[src/rtl/ulpb_tx_arb4_pkg.sv]
// ulpb_tx_arb4_pkg: shared state encodings and sizes for the 4-way TX arbiter
package ulpb_tx_arb4_pkg;
  localparam int NUM_REQ = 4;
  localparam int PTR_W = 2;
  typedef enum logic [1:0] {ARB_IDLE, ARB_XFER, ARB_WAIT_RESP, ARB_RESP} arb_state_e;
endpackage

[src/rtl/ulpb_tx_arb4_rr_pick4.sv]
// ulpb_rr_pick4: one-hot pick of the first set request at or after ptr, wrapping 3 -> 0
module ulpb_rr_pick4 import ulpb_tx_arb4_pkg::*; (
  input  logic [NUM_REQ-1:0] req,
  input  logic [PTR_W-1:0]   ptr,
  output logic [NUM_REQ-1:0] pick
);
  logic [NUM_REQ-1:0] rot, sel;
  always_comb begin
    rot = (req >> ptr) | (req << (3'd4 - {1'b0, ptr}));
    sel = rot & (~rot + 1'b1);
    pick = (sel << ptr) | (sel >> (3'd4 - {1'b0, ptr}));
  end
endmodule

[src/rtl/ulpb_tx_arb4.sv]
// ulpb_tx_arb4: 4-requester arbiter for a bus node TX port; ULPB_TX_ARB_FIXED_PRIO_EN selects fixed priority
module ulpb_tx_arb4 import ulpb_tx_arb4_pkg::*; #(
  parameter int ADDR_WIDTH = 8,
  parameter int DATA_WIDTH = 32
) (
  input  logic                    CLK,
  input  logic                    RESET,
  input  logic [4*ADDR_WIDTH-1:0] REQ_TX_ADDR,
  input  logic [4*DATA_WIDTH-1:0] REQ_TX_DATA,
  input  logic [3:0]              REQ_TX_PEND,
  input  logic [3:0]              REQ_TX_REQ,
  output logic [3:0]              REQ_TX_ACK,
  output logic [3:0]              REQ_TX_SUCC,
  output logic [3:0]              REQ_TX_FAIL,
  input  logic [3:0]              REQ_TX_RESP_ACK,
  output logic [ADDR_WIDTH-1:0]   TX_ADDR,
  output logic [DATA_WIDTH-1:0]   TX_DATA,
  output logic                    TX_PEND,
  output logic                    TX_REQ,
  input  logic                    TX_ACK,
  input  logic                    TX_SUCC,
  input  logic                    TX_FAIL,
  output logic                    TX_RESP_ACK,
  output logic [3:0]              GRANT
);
  arb_state_e state_q, state_d;
  logic [NUM_REQ-1:0] grant_q, grant_d, pick;
  logic [PTR_W-1:0] g, ptr;
  logic succ_q, succ_d, fail_q, fail_d, word_seen_q, word_seen_d, resp_ack_q, resp_ack_d, ack_prev_q;
  logic active, ack_rise, resp_done;
  assign g = {grant_q[3] | grant_q[2], grant_q[3] | grant_q[1]};
  assign active = state_q == ARB_XFER || state_q == ARB_WAIT_RESP;
  assign ack_rise = TX_ACK & ~ack_prev_q;
  assign resp_done = state_q == ARB_RESP && REQ_TX_RESP_ACK[g];
  assign TX_ADDR = active ? REQ_TX_ADDR[g*ADDR_WIDTH +: ADDR_WIDTH] : '0;
  assign TX_DATA = active ? REQ_TX_DATA[g*DATA_WIDTH +: DATA_WIDTH] : '0;
  assign TX_PEND = active & REQ_TX_PEND[g];
  assign TX_REQ = active & REQ_TX_REQ[g];
  assign REQ_TX_ACK = active && TX_ACK ? grant_q : '0;
  assign REQ_TX_SUCC = succ_q ? grant_q : '0;
  assign REQ_TX_FAIL = fail_q ? grant_q : '0;
  assign TX_RESP_ACK = resp_ack_q;
  assign GRANT = grant_q;
  ulpb_rr_pick4 u_pick (.req(REQ_TX_REQ), .ptr(ptr), .pick(pick));
`ifdef ULPB_TX_ARB_FIXED_PRIO_EN
  assign ptr = '0;
`else
  logic [PTR_W-1:0] ptr_q, ptr_d;
  assign ptr_d = resp_done ? g + 2'd1 : ptr_q;
  assign ptr = ptr_q;
  always_ff @(posedge CLK) ptr_q <= RESET ? '0 : ptr_d;
`endif
  always_comb begin
    state_d = state_q;
    grant_d = grant_q;
    succ_d = succ_q;
    fail_d = fail_q;
    word_seen_d = word_seen_q;
    resp_ack_d = 1'b0;
    if (state_q == ARB_IDLE) begin
      if (|REQ_TX_REQ) begin
        grant_d = pick;
        state_d = ARB_XFER;
      end
    end else if (active && (TX_SUCC || TX_FAIL)) begin
      succ_d = TX_SUCC & ~TX_FAIL;
      fail_d = TX_FAIL;
      resp_ack_d = 1'b1;
      state_d = ARB_RESP;
    end else if (state_q == ARB_XFER && ack_rise) begin
      word_seen_d = 1'b1;
      state_d = TX_PEND ? ARB_XFER : ARB_WAIT_RESP;
    end else if (state_q == ARB_XFER && !word_seen_q && !REQ_TX_REQ[g]) begin
      grant_d = '0;
      state_d = ARB_IDLE;
    end else if (resp_done) begin
      grant_d = '0;
      succ_d = 1'b0;
      fail_d = 1'b0;
      word_seen_d = 1'b0;
      state_d = ARB_IDLE;
    end
  end
  always_ff @(posedge CLK) begin
    if (RESET) begin
      state_q <= ARB_IDLE;
      grant_q <= '0;
      succ_q <= 1'b0;
      fail_q <= 1'b0;
      word_seen_q <= 1'b0;
      resp_ack_q <= 1'b0;
      ack_prev_q <= 1'b0;
    end else begin
      state_q <= state_d;
      grant_q <= grant_d;
      succ_q <= succ_d;
      fail_q <= fail_d;
      word_seen_q <= word_seen_d;
      resp_ack_q <= resp_ack_d;
      ack_prev_q <= TX_ACK;
    end
  end
endmodule

[config.mk]
export PLATFORM = sky130hd
export DESIGN_NAME = ulpb_tx_arb4
export DESIGN_NICKNAME = d
export VERILOG_FILES = /design/src/rtl/ulpb_tx_arb4_pkg.sv /design/src/rtl/ulpb_tx_arb4_rr_pick4.sv /design/src/rtl/ulpb_tx_arb4.sv
export SDC_FILE = /design/constraint.sdc
export NUM_CORES = 1
export LEC_CHECK = 0
export CORE_ASPECT_RATIO = 1.4
export CORE_MARGIN = 3
export CORE_UTILIZATION = 36
export CTS_BUF_LIST = sky130_fd_sc_hd__clkbuf_2
export DETAILED_ROUTE_END_ITERATION = 12
export MAX_ROUTING_LAYER = met4
export PLACE_DENSITY = 0.92
export SYNTH_ARGS = -nofsm -noshare
export SYNTH_HDL_FRONTEND = slang
export SYNTH_SLANG_ARGS = --single-unit
export TNS_END_PERCENT = 20
[constraint.sdc]
create_clock -name CLK -period 5.8 [get_ports CLK]
set_clock_uncertainty 0.15 [all_clocks]
set_input_delay 1.45 -clock CLK [delete_from_list [all_inputs] [get_ports CLK]]
set_output_delay 1.45 -clock CLK [all_outputs]
set_load 0.005 [all_outputs]
==> metrics.cfg <==
[route]
drt_iter0_markers=234
ant_nets=0
wl_met3_mm=1.31
drc=0
wl_met2_mm=6.41
met1Wirelength_mm=4.74
wirelength_mm=12.8
highest_layer=met4
routedWlPerCell_um=17.6
vias=4053
routed_via_density=5.55
dr.pass1.iters=6

[critical_path]
max_stage_delay_ps=690
critPathBufInv=2
crit_chain=clkdlybuf4s50_1 > mux2i_1 > a2bb2oi_1 > and3_1 > clkdlybuf4s50_1
cp_max_fo=10
critPathLaunchType=primary input
r2r_end=state_q[0]
path_delay_family=buffers and inverters
crit_path_end_kind=output pin
worstPathArrival_ps=3200
crit_type=primary input to output pin
crit_path_frequent_cell=clkdlybuf4s50_1
ff2ff_path_depth=6
critical_path_required_ps=4200
crit_slowest_cell=clkdlybuf4s50_1
reg2reg_from=GRANT[3]
r2r_slack_ps=2710

[finish]
syn2layout_area_growth_pct=81.6
final_common_cell=clkdlybuf4s50_1
instances_no_fill=730
drive_above_1_share=0.0458
postLayoutCellArea_sq_um=5140
num-fill-cells=631
n_antenna_cell=0
mostFrequentLayoutCells=clkdlybuf4s50_1 (235), nand2_1 (88), mux2i_1 (48), and3_1 (48), o21ai_0 (45)
nets=816

[yosys]
synth_top_area_share=0.170
synthArstFlopShare=0
yosysWarningCount=0
synth_area_leader_cell=mux2i_1
syn_inst=436
netlist_top_cells_area=mux2i_1 (17%), nand2_1 (12%), and3_1 (11%)
synth_edf_count=0
synth_nets=618
avgSynthCellArea_sq_um=6.50
ys_seq_area_frac=0.0919
ys_types=61
netlist_area_sq_um=2830
ys_ff_latch=13
ys.flop_type=dfxtp_1

[cts]
cts_hold_buf=0
clockBufferDepth=2
root_buffer=clkbuf_2
cts_tree=yes
cts_buffers=3
path_clk_slew_ps=140
ctsHtreeMaxLevel=1
cts.sinks=13
post-cts-setup-buffers=0
cts_resized=0
worstSkewPairLatency_ps=280

[place]
place_ws_ps=1020
dp_hpwl_mm=9.78
placed_area_sq_um=5120
gp_congestion=0.860
dp_cells=726
place.port_buffers=235

[min_path]
holdPathEnd=state_q[0]
hp-class=register to register
hp-start=state_q[0]
whs_path_depth=2

[global_route]
grt_max_degree=65
antenna_found_initial=0
track_usage=0.275
grt_pass1_vias=3909
grt_overflow=0
grt_first_pass_wirelength_mm=19.8

[pwr]
seq_power_share=0.118
p_int_uw=708
pwr-share-clk=0.040
swShare=0.428
pwr-share-comb=0.843
p_per_area_nw_per_um2=241
power.leakage_nw=2.08
switchingPower_uw=530
ir_drop_mv=0.255

[timing]
fin_crit_ps=4800
setup_viol=0
worstMarginPinSlew_ps=1020
fmax_mhz=208
period_share=0.828
maxSlewViolCount=0
hold_violations=0
slew_headroom=0.321
fin_setup_tns_ps=0
rsz0062_at_grt=no
postLayoutSetupSlackWorst_ps=995

[floorplan]
start_util=0.378
core_region_area_sq_um=7500
dieHeight_um=111
num_io_pins=236
die_area_sq_um=8980
die_w_um=81.0
rows=37

[run]
maxCapViolations=0

[run_status]
status=completed

==> cell usage after synthesis (3+ instances only) <==
master,number
a2111oi_0,3
a211o_1,3
a211oi_1,3
a21oi_1,6
a31oi_1,3
and2_1,9
and3_1,48
buf_1,3
buf_2,9
buf_4,5
clkbuf_1,25
dfxtp_1,13
ha_1,5
inv_1,6
mux2i_1,48
nand2_1,88
nand2b_1,6
nand3_1,40
nor2_1,11
nor3_1,5
o21ai_0,45
==> worst min-delay path: stages, from the launching register on <==
cell and delay, ps:
dfxtp_1 360, inv_1 80, a211oi_1 60
==> sequential cells by signal, indices dropped and copies added (netlist names) <==
register     flops
word_seen_q      1
GRANT            4
fail_q           1
TX_RESP_ACK      1
succ_q           1
state_q          2
ack_prev_q       1
ptr              2
==> through the flow <==
step	power (mW)	hold WS (ps)	util
after floorplan	0.644	307	-
after global placement	1.17	341	0.683
after detailed placement	1.18	355	0.683
after CTS	1.24	382	0.686
after global routing	1.33	417	0.686
final	1.24	387	0.686
==> routing by layer <==
layer	GRT usage	vias to the layer above
met4	0.0902	0
li1	-	1957
met2	0.478	241
met3	0.0537	32
met1	0.307	1823
met5	-	-
==> final cells by class <==
class	count	area [sq um]	share of cell area
inverters	8	30.0	0.00584
multi-input cells	371	2340	0.455
repair buffers	237	2370	0.460
well taps	97	121	0.0236
flip-flops and latches	13	265	0.0516
clock buffers	4	20.0	0.00389
==> power groups by stage <==
stage	logic (mW)	registers (mW)	clock network [mW]
after global placement	1.02	0.146	0
final	1.04	0.146	0.0494
after detailed placement	1.03	0.147	0
after CTS	1.04	0.146	0.0486
after floorplan	0.525	0.119	0
after global routing	1.13	0.150	0.0540
==> kinds of logic after synthesis <==
kind of cell | Yosys count | share of synthesized area
fa+ha+maj | 5 | 0.0221
buf+inv | 52 | 0.0848
compound gates | 88 | 0.213
xor+xnor | 1 | 0.00309
simple gates | 229 | 0.416
flops | 13 | 0.0919
mux | 48 | 0.170
==> how the worst max path moves through the flow <==
| stage | from | end | cells after the start |
|---|---|---|---|
| final | REQ_TX_REQ[0] | TX_REQ | 5 |
| after CTS | REQ_TX_REQ[0] | TX_REQ | 5 |
| after floorplan | REQ_TX_REQ[0] | TX_REQ | 4 |
| after global routing | GRANT[3] | TX_DATA[30] | 4 |
| after global placement | REQ_TX_REQ[0] | TX_REQ | 5 |
| after detailed placement | REQ_TX_REQ[0] | TX_REQ | 5 |
Power figures use the tool's default switching activity.
==> patch, RTL diff (same flow settings) <==
Set the parameter `DATA_WIDTH` to 40 (it was 32).
--- a/src/rtl/ulpb_tx_arb4.sv
+++ b/src/rtl/ulpb_tx_arb4.sv
@@ -2,5 +2,5 @@
 module ulpb_tx_arb4 import ulpb_tx_arb4_pkg::*; #(
   parameter int ADDR_WIDTH = 8,
-  parameter int DATA_WIDTH = 32
+  parameter int DATA_WIDTH = 40
 ) (
   input  logic                    CLK,
Interface: changed (resized REQ_TX_DATA and TX_DATA); port bits go from 236 to 276. No check against the original RTL was run, so the function may have changed too.
==> patch against the original RTL <==
- design area up 14%
- clock power rose by 4%
- first-iteration DRC count increased by 49%
- power is 16% higher
- cell count rose by 13%
- area after synthesis is 10% higher
- combinational power is 17% higher
- sequential cell count unchanged
- global-route usage grew 4.9 points
- wire length increased by 29%
- worst setup slack better by 17 ps
==> patch: results (changes against the original RTL) <==
[setup_path]
r2r_end = GRANT[0]
reg2reg_slack_ps = 2640  ; -70 ps
cp_data_arrival_time_ps = 3190  ; about the same
startpoint = REQ_TX_REQ[2]
critical_path_peak_fanout = 11  ; +1
reg2regPathDepth = 8  ; +2

[place]
port_buffers = 275  ; +17%
placedCellCount = 822  ; +13%
place_congestion = 0.9464  ; +10%

[yosys]
synthCells = 489  ; +12%
yosysTopAreaCellShare_pct = 17.92  ; +0.96 points
ys_types = 60  ; -1.6%
ys_top_cells_by_area = mux2i_1 (18%), nand2_1 (12%), and3_1 (11%), o21ai_0 (8.5%), dfxtp_1 (8.3%)
synth_common_cells = nand2_1 (104), and3_1 (56), mux2i_1 (56)
synth_nets = 703  ; +14%

[route]
vias_per_cell = 5.605  ; +0.96%
first_pass_iters = 5  ; -1
drtIter0Drc = 349  ; +49%
wl_per_cell_um = 19.97  ; +14%
routed_wl_um = 16490  ; +29%

[clock_tree]
clk_path_buf_depth = 2  ; unchanged

[grt]
grt_pass1_vias = 4609  ; +18%
grt_max_degree = 78  ; +20%
grt_pass1_wl_um = 24810  ; +26%

[layout]
drive_above_1_share_pct = 4.696  ; +0.11 points
fin_nets = 939  ; +15%

[power_and_ir_drop]
p_leak_nw = 2.382  ; +14%
p_sw_share_pct = 43.89  ; +1.1 points
peakVddDrop_uv = 169.8  ; -33%

[run_status]
outcome = complete, no violations

patch: changes by cell type after synthesis, sizes merged:
| cell | unedited run | this run |
|---|---|---|
| and3 | 48 | 56 |
| clkbuf | 25 | 28 |
| o21ai | 49 | 57 |
| buf | 19 | 21 |
| nand3 | 40 | 48 |
| mux2i | 48 | 56 |
| nand2 | 88 | 104 |
patch: critical path, stage by stage:
cell,delay [ps]
clkdlybuf4s50_1,720
nor2_1,70
o211ai_1,220
and3_1,200
clkdlybuf4s50_1,510
patch: area by class of cell:
| class | count | area, µm² | share of cell area, % |
|---|---|---|---|
| timing repair buffer | 280 | 2790 | 47.73 |
| multi-input combinational | 419 | 2613 | 44.69 |
| sequential | 13 | 265.3 | 4.538 |
| inverter | 8 | 30.03 | 0.5137 |
| clock buffer | 4 | 20.02 | 0.3425 |
| tap | 102 | 127.6 | 2.183 |
patch: worst min-delay path by stage:
| stage | start | depth (start not counted) | slack, ps | endpoint |
|---|---|---|---|---|
| final | state_q[0] | 2 | 380 | state_q[0] |
| after global routing | word_seen_q | 2 | 420 | word_seen_q |
| after CTS | word_seen_q | 2 | 380 | word_seen_q |
| after detailed placement | word_seen_q | 2 | 350 | word_seen_q |
| after global placement | word_seen_q | 2 | 320 | word_seen_q |
| after floorplan | word_seen_q | 2 | 310 | word_seen_q |
patch: power by group through the flow:
stage | registers (mW) | logic (mW) | clock network (mW)
floorplan | 0.119 | 0.595 | 0
global placement | 0.165 | 1.20 | 0
detailed placement | 0.166 | 1.20 | 0
CTS | 0.164 | 1.21 | 0.0501
global route | 0.171 | 1.32 | 0.0533
finish | 0.165 | 1.22 | 0.0513
patch: per-layer routing:
metal	up-vias	GRT usage [%]	wire [µm]
li1	2216	-	-
met1	2114	38.21	6353
met2	262	53.42	7845
met3	38	9.386	1780
met4	0	10.14	513
met5	-	-	0
patch: kinds of logic (layout without fill, tap and decap cells):
kind of cell    after synthesis  count (layout)  share of synthesized area, %
simple gates                261             261                         42.48
flops                        13              13                         8.320
buf+inv                      57             292                         8.400
xor+xnor                      1               1                        0.2801
compound gates               96              96                         20.60
fa+ha+maj                     5               5                         2.000
mux                          56              56                         17.92
patch: per-stage QoR:
step | power (mW) | cell area (µm²) | util [%] | setup slack, ps | hold WS [ps]
3_3_place_gp | 1.363 | 5826 | 70.23 | 1048 | 320.2
2_1_floorplan | 0.7141 | 3128 | - | 2179 | 306.6
3_5_place_dp | 1.368 | 5826 | 70.23 | 1025 | 346.4
4_1_cts | 1.429 | 5846 | 70.47 | 1026 | 380.0
5_1_grt | 1.540 | 5846 | 70.47 | 928.2 | 415.9
6_report | 1.434 | 5846 | 70.47 | 1013 | 380.9
